**config.mk**
```make
export PLATFORM = sky130hd
export DESIGN_NAME = uart_rx
export DESIGN_NICKNAME = d
export VERILOG_FILES = /design/src/rtl/uart_pkg.sv /design/src/rtl/rx_sync.sv /design/src/rtl/uart_rx.sv
export SDC_FILE = /design/constraint.sdc
export NUM_CORES = 1
export LEC_CHECK = 0
export CAP_MARGIN = 20
export CORE_MARGIN = 2
export CORE_UTILIZATION = 30
export CTS_BUF_LIST = sky130_fd_sc_hd__clkbuf_16
export DETAILED_ROUTE_END_ITERATION = 8
export GPL_TIMING_DRIVEN = 1
export PLACE_DENSITY = 0.59
export SLEW_MARGIN = 10
export SYNTH_ARGS = -nofsm -noshare
export SYNTH_HDL_FRONTEND = slang
export SYNTH_SLANG_ARGS = --single-unit
```
**constraint.sdc**
```tcl
create_clock -name clk -period 2.9 [get_ports clk]
set_clock_uncertainty 0.05 [all_clocks]
set_input_delay 0.435 -clock clk [delete_from_list [all_inputs] [get_ports clk]]
set_output_delay 0.435 -clock clk [all_outputs]
set_load 0.05 [all_outputs]
```
**src/rtl/uart_pkg.sv**
```systemverilog
// uart_pkg: shared state encoding and framing constants for the UART receiver
package uart_pkg;
  typedef enum logic [2:0] {IDLE, START, DATA, STOP, WAIT_IDLE} state_t;
  localparam int DATA_BITS_DEFAULT = 8;
  localparam int OVERSAMPLE_DEFAULT = 16;
  localparam int MID_SAMPLE = 7;
  localparam int LAST_TICK = OVERSAMPLE_DEFAULT - 1;
endpackage

```
**src/rtl/rx_sync.sv**
```systemverilog
// rx_sync: two-flop synchronizer for the serial line, resets to the idle (high) level
module rx_sync (
  input  logic clk,
  input  logic rst,
  input  logic d,
  output logic q
);
  logic [1:0] ff;
  always_ff @(posedge clk or posedge rst)
    if (rst) ff <= 2'b11;
    else ff <= {ff[0], d};
  assign q = ff[1];
endmodule

```
**src/rtl/uart_rx.sv**
```systemverilog
// uart_rx: 8N1 receiver with 16x oversampling, mid-bit sampling and stop-bit framing check
module uart_rx
  import uart_pkg::*;
#(
  parameter int DATA_BITS = DATA_BITS_DEFAULT,
  parameter int OVERSAMPLE = OVERSAMPLE_DEFAULT,
  parameter int MID = MID_SAMPLE
) (
  input  logic                 clk,
  input  logic                 rst,
  input  logic                 en,
  input  logic                 rx_line,
  input  logic                 baud_tick_16x,
  output logic [DATA_BITS-1:0] data_out,
  output logic                 rx_busy,
  output logic                 rx_done,
  output logic                 frame_err
);
  localparam int BW = DATA_BITS > 1 ? $clog2(DATA_BITS) : 1;
  localparam logic [3:0] LAST = 4'(OVERSAMPLE - 1);
  localparam logic [3:0] MID_T = 4'(MID);
  localparam logic [BW-1:0] LAST_BIT = BW'(DATA_BITS - 1);
  state_t state;
  logic rx_s;
  logic [3:0] tick_cnt;
  logic [BW-1:0] bit_cnt;
  logic [DATA_BITS-1:0] shreg;
  rx_sync u_sync (.clk(clk), .rst(rst), .d(rx_line), .q(rx_s));
  assign rx_busy = state != IDLE;
  always_ff @(posedge clk or posedge rst)
    if (rst) begin
      state <= IDLE;
      tick_cnt <= '0;
      bit_cnt <= '0;
      shreg <= '0;
      data_out <= '0;
      rx_done <= 1'b0;
      frame_err <= 1'b0;
    end else begin
      rx_done <= 1'b0;
      if (!en) begin
        state <= IDLE;
        tick_cnt <= '0;
        bit_cnt <= '0;
      end else begin
        case (state)
          IDLE: if (!rx_s) begin
            state <= START;
            tick_cnt <= '0;
          end
          START: if (baud_tick_16x) begin
            if (tick_cnt == MID_T) begin
              state <= rx_s ? IDLE : DATA;
              tick_cnt <= '0;
              bit_cnt <= '0;
            end else tick_cnt <= tick_cnt + 4'd1;
          end
          DATA: if (baud_tick_16x) begin
            if (tick_cnt == LAST) begin
              shreg <= {rx_s, shreg[DATA_BITS-1:1]};
              tick_cnt <= '0;
              bit_cnt <= bit_cnt == LAST_BIT ? '0 : bit_cnt + 1'b1;
              if (bit_cnt == LAST_BIT) state <= STOP;
            end else tick_cnt <= tick_cnt + 4'd1;
          end
          STOP: if (baud_tick_16x) begin
            if (tick_cnt == LAST) begin
              data_out <= shreg;
              rx_done <= 1'b1;
              frame_err <= ~rx_s;
              state <= rx_s ? IDLE : WAIT_IDLE;
              tick_cnt <= '0;
            end else tick_cnt <= tick_cnt + 4'd1;
          end
          WAIT_IDLE: if (rx_s) state <= IDLE;
          default: state <= IDLE;
        endcase
      end
    end
endmodule
```
==> impl_metrics.ini <==
[yosys]
synthDistinctLibCells = 36
netlist_area_sq_um = 1400
synthAdderAreaFrac = 0.0268
yosys.area_share.simple = 0.138
yosysSeqAreaShare = 0.537
synth_cells = 116
syn_avg_cell_area_sq_um = 12.1
post_synth_xor_area_fraction = 0.0125
synth_top_family_by_area = multiplexers
yosys_warnings = 0
synth_compound_area_frac = 0.0651
syn-num-nets = 124
muxShareOfSynthArea = 0.179
ys_ff_latch = 30

[cts]
cts_tree = yes
clock_latency_ns = 0.27
cts_resized = 0
numCtsBuffers = 5
clock-sinks = 30
hold_buffers = 0
htree_levels = 2
clockRootBuffer = clkbuf_16
clk_path_buf_depth = 2
post-cts-setup-buffers = 0
cts.reportedPaths.clkPinSlew_ns = 0.05

[timing]
finalCriticalPeriod_ns = 2.39
min_period_over_period = 0.825
hold_viol_final = 0
setup_violations = 0
tightest_slew_ns = 0.520
setup-tns-final_ns = 0
relSlewSlack = 0.651
rsz0062_at_grt = no
max_freq_mhz = 418
finalMaxSlewViolations = 0

[cells_and_area]
syn_to_final_growth_pct = 23.5
drive_above_1_share = 0.230
final_area_sq_um = 1730
finalNetCount = 142
num_antenna_cells = 0
fin_cells = 187

[route]
vias_per_cell = 4.93
first_pass_iters = 4
vias = 922
dr.first_iter.drc_count = 31
routed_wl_um = 2590
wl_per_cell_um = 13.8
drc = 0
drtAntennaViolNets = 0

[power]
ir_drop_mv = 0.418
power_density_nw_per_um2 = 554
total_power_w = 0.000960
clock_power_share = 0.494
p_int_w = 0.000754
p_seq_frac = 0.453
p_sw_frac = 0.214
combPwrFrac = 0.054
power.net_switching_w = 0.000206
leakage_nw = 0.814

[critical_path]
startpoint_type = flop
critPathKind = reg -> out
cp.required_ns = 2.41
slowest_stage = clkdlybuf4s50_1
crit_family = buffers and inverters
end_kind = output pin
cpPeakStageDelay_ns = 0.70
path_buf_inv = 1
critPathMaxFanout = 14
critPathArrivalTime_ns = 1.91
path_cells = or3_1, clkdlybuf4s50_1

[global_routing]
grt_usage = 0.115
grt_antenna_before_repair = 0
grt_max_degree = 31
overflow = 0
grt_pass1_vias = 963
grt_pass1_wl_um = 4530

[floorplan]
core_sq_um = 4410
io_pins = 16
die-height_um = 72.4
dieWidth_um = 72.4
die-area_sq_um = 5240
rows = 24
start_util = 0.318

[place]
dpl.hpwl_um = 1830
placed_cells = 179
placed_area_sq_um = 1590
portBuffers = 15
gp_congestion = 0.768

[hold_path]
hold_class = reg -> reg

[flow_run]
drv_cap = 0

[run_status]
status = finished, final reports clean
-- synth_stat cells --
master      n  area share
a211o_1     1      0.0062
a21oi_1     4       0.014
and2_1      1      0.0045
and3_1      1      0.0045
and3b_1     2       0.012
buf_2       3       0.011
buf_6       1      0.0080
clkbuf_2    1      0.0036
dfrtp_1    28        0.50
dfstp_2     2       0.037
ha_1        3       0.027
inv_1       7       0.019
mux2_2     17        0.14
mux2i_1     6       0.043
nand2_1     6       0.016
nand2b_1    1      0.0045
nand3_1     5       0.018
nand3b_2    1      0.0080
nand4_1     2      0.0089
nor2_1      6       0.016
nor2_2      1      0.0045
nor2b_1     1      0.0045
nor3_1      1      0.0036
nor4_1      1      0.0045
nor4_4      1       0.015
o2111ai_1   1      0.0062
o21ai_0     2      0.0071
o221ai_1    1      0.0062
o22ai_1     1      0.0045
o31ai_1     1      0.0054
o31ai_2     1      0.0089
o32ai_1     1      0.0062
or2_2       1      0.0045
or3_1       2      0.0089
xnor2_1     1      0.0062
xor2_1      1      0.0062
-- routing by layer --
layer  vias up  track usage  wire length [um]
li1        443            -                 -
met1       449        0.144              1170
met2        23        0.167              1190
met3         7       0.0569               177
met4         0       0.0494                51
met5         -            0                 0
-- cells by family (layout without fill, tap and decap cells) --
family,count (synthesis),after routing
buffers and inverters,12,31
AOI/OAI and AO/OA,13,13
adders and majority gates,3,3
muxes,23,23
xor gates and xnor gates,2,2
DFF,30,30
and+or+nand+nor,33,33
-- final timing paths --
kind,start,endpoint,slack [ns],cells past startpoint
max in group asynchronous,rst,u_sync.ff[0]$_DFF_PP1_,2.01,3
min in group asynchronous,rst,shreg[5]$_DFFE_PP0P_,0.48,3
max,state[0]$_DFFE_PP0P_,rx_busy,0.51,2
min reg2reg,u_sync.ff[0]$_DFF_PP1_,u_sync.ff[1]$_DFF_PP1_,0.30,0
min,u_sync.ff[0]$_DFF_PP1_,u_sync.ff[1]$_DFF_PP1_,0.30,0
max reg2reg,tick_cnt[0]$_DFFE_PP0P_,data_out[2]$_DFFE_PP0P_,0.95,5
-- power groups by stage --
stage	logic (W)	clock network, W	registers [W]
detailed placement	0.0000519	0	0.000441
floorplan	0.0000380	0	0.000436
global placement	0.0000496	0	0.000441
finish	0.0000514	0.000474	0.000435
CTS	0.0000518	0.000488	0.000434
global route	0.0000562	0.000512	0.000435
-- state kept, by name, indices dropped and copies added (netlist names) --
signal	cells
data_out	8
shreg	8
tick_cnt	4
bit_cnt	3
state	3
u_sync.ff	2
frame_err	1
rx_done	1
-- layout make-up --
class | count | area, sq um
multi-input combinational | 74 | 592
timing repair buffer | 16 | 158
inverter | 7 | 26.3
tap | 52 | 65.1
clock buffer | 5 | 125
fill | 411 | 2680
clock inverter | 3 | 12.5
sequential | 30 | 753
-- stage by stage --
step	utilization	hold slack (ns)	setup slack (ns)
global route	0.392	0.306	0.436
floorplan	-	0.295	1.19
global placement	0.361	0.297	0.611
finish	0.392	0.302	0.508
detailed placement	0.361	0.299	0.590
CTS	0.392	0.302	0.499
-- placed cells by master, fill, tap and decap left out, types with 2 or more instances in the layout --
master / n
a21oi_1: 4
and3b_1: 2
clkbuf_16: 5
clkdlybuf4s50_1: 15
dfrtp_1: 28
dfstp_2: 2
ha_1: 3
inv_1: 8
mux2_2: 17
mux2i_1: 6
nand2_1: 6
nand3_1: 5
nand4_1: 2
nor2_1: 6
o21ai_0: 2
or3_1: 2
No activity file was read; power rests on OpenSTA's default activity.
==> variant: new RTL, config.mk and constraints unchanged <==
Put one more register stage on the output `data_out`. The value now appears one clock later. The other outputs are not delayed to match.
--- a/src/rtl/uart_rx.sv
+++ b/src/rtl/uart_rx.sv
@@ -20,6 +20,8 @@
   localparam logic [3:0] LAST = 4'(OVERSAMPLE - 1);
   localparam logic [3:0] MID_T = 4'(MID);
   localparam logic [BW-1:0] LAST_BIT = BW'(DATA_BITS - 1);
+
+  logic [DATA_BITS-1:0] data_s0;
   state_t state;
   logic rx_s;
   logic [3:0] tick_cnt;
@@ -33,7 +35,7 @@
       tick_cnt <= '0;
       bit_cnt <= '0;
       shreg <= '0;
-      data_out <= '0;
+      data_s0 <= '0;
       rx_done <= 1'b0;
       frame_err <= 1'b0;
     end else begin
@@ -65,7 +67,7 @@
           end
           STOP: if (baud_tick_16x) begin
             if (tick_cnt == LAST) begin
-              data_out <= shreg;
+              data_s0 <= shreg;
               rx_done <= 1'b1;
               frame_err <= ~rx_s;
               state <= rx_s ? IDLE : WAIT_IDLE;
@@ -77,4 +79,8 @@
         endcase
       end
     end
+  always_ff @(posedge clk) begin
+      data_out <= data_s0;
+  end
+
 endmodule
Behaviour: same outputs for any inputs over 10 cycles, from zero or initial values and one cycle with rst high; that may be too few to reach the edited logic, so the function may still have changed.
==> variant against the original RTL <==
- wire length grew 10%
- setup slack gained 0.0041 ns
- critical path type unchanged
- sequential cell count grew 8
- synthesized area grew 15%
- critical endpoint unchanged
- critical path depth is the same
- via count grew 12%
- final area grew 16%
- largest cell class unchanged
Power is not compared: it rests on default switching activity, and its combinational part moved more than twofold at a synthesized area within 25%.
==> variant: results (changes against the original RTL) <==
Hpwl dp -> 1.93 mm (+5.8%)
Buffer share of cell area -> 0.0819 (-0.00915)
Setup fix buffers added after clock tree synthesis -> 0 (unchanged)
Initial antenna violation count -> 0 (unchanged)
Synth top cells by count -> dfrtp_1, mux2_2, dfxtp_1, mux2_1, nor2_1
Syn Area/Cell -> 12.3 um^2 (+1.9%)
Met3 Usage GRT -> 0.0477 (-0.00927)
Xor/xnor cell area share of the yosys netlist -> 0 (-0.0125)
Multi-input logic area -> 642 um^2 (+8.5%)
Outcome -> finished, final reports clean
Cell Count Post-Placement -> 211 (+18%)
CP max stage delay -> 0.71 ns
Ant diodes -> 0 (unchanged)
Global-route wire length before repair -> 5.11 mm (+13%)
Clock-cell share -> 0.0962 (+0.0167)
RD Place Congestion -> 0.801 (+4.3%)
Max-Slew Margin vs Limit -> 0.663 (+0.0119)
GR Layer Usage met2 -> 0.157 (-0.00979)
Vias -> 1029 (+12%)
Clock tree buffer depth -> 2 (unchanged)
Top flop regs -> data_out (8), data_s0 (8), shreg (8)
WL/cell -> 13.0 um (-5.8%)
Adder-Cell Fraction of Synth Area -> 0.0233 (-0.00351)
Iteration-0 DRC Markers -> 55 (+77%)
Layout cells sized above 1 -> 0.201 (-0.0283)
GRT Util Overall -> 0.110 (-0.00476)
Fin nets -> 156 (+9.9%)
Fillers -> 503 (+22%)
Placed cell areas -> 1820 um^2 (+14%)
Inverters -> 4 (-3)
CP max-delay cell -> clkdlybuf4s50_1
Clock Buffer Count -> 5 (unchanged)
Area growth syn-to-layout -> 25.0%
Max Fanout on Critical Path -> 13 (-1)
Post-synthesis mux area share -> 0.144 (-0.0351)
Num sequential -> 38 (+27%)
Dpl ws -> 0.704 ns (+0.113 ns)
Sequential area share after synthesis -> 0.566 (+0.0289)
Library cells used by synthesis -> 41 (+14%)
Critical path arrival -> 1.90 ns
Async S/R FF share, synth -> 0.789 (-0.211)
Via density per instance -> 4.70 (-4.7%)
Synthesized instance count -> 131 (+13%)
Seq/total area -> 0.453 (+0.0179)
Synth Area in Compound Gates -> 0.0837 (+0.0186)
Buffers, non-clock -> 17 (+1)
Post-cts resize count -> 0 (unchanged)
Area contributors post-synth -> dfrtp_1, dfxtp_1, mux2_2
Syn Nets -> 139 (+12%)
Via count of the first global-routing pass -> 1054 (+9.4%)
Comb_multi_in -> 82 (+11%)
Input/output buffers -> 15 (unchanged)
M1 GR Usage -> 0.147 (+0.00243)
## variant: changes by cell type after synthesis, sizes merged, moves of 2 or more
cell	delta
inv	-3
mux2i	-3
nor3	+2
nor2	+2
buf	+3
nand2b	+2
dfxtp	+8
and3	+2
nor4	-2
o21ai	+3
## variant: power by group through the flow
stage,Combinational [mW],Sequential [mW],Clock [mW]
6_report,0.156,0.576,0.698
4_1_cts,0.157,0.575,0.716
5_1_grt,0.173,0.579,0.746
3_3_place_gp,0.153,0.583,0
3_5_place_dp,0.156,0.585,0
2_1_floorplan,0.138,0.564,0
## variant: final timing paths
path / start / endpoint / slack (ns) / cells after the start
max in group asynchronous: rst / u_sync.ff[1]$_DFF_PP1_ / 2.00 / 3
max reg2reg: tick_cnt[1]$_DFFE_PP0P_ / data_s0[1]$_DFFE_PP0P_ / 1.06 / 5
min in group asynchronous: rst / bit_cnt[0]$_DFFE_PP0P_ / 0.48 / 3
max: state[0]$_DFFE_PP0P_ / rx_busy / 0.51 / 2
min: u_sync.ff[0]$_DFF_PP1_ / u_sync.ff[1]$_DFF_PP1_ / 0.31 / 0
min reg2reg: u_sync.ff[0]$_DFF_PP1_ / u_sync.ff[1]$_DFF_PP1_ / 0.31 / 0
## variant: kinds of logic (layout without fill, tap and decap cells)
kind of cell	after synthesis	after routing
adder cells (fa/ha/maj)	3	3
multiplexers	21	21
buffers and inverters	11	29
AND/OR/NAND/NOR	40	40
flip-flops	38	38
AO/OA/AOI/OAI	18	18
## variant: metal layers
layer	vias to the layer above	wire [um]	share of wire
li1	495	-	-
met4	0	52	0.018
met3	6	157	0.055
met2	18	1290	0.45
met5	-	0	0
met1	510	1350	0.47
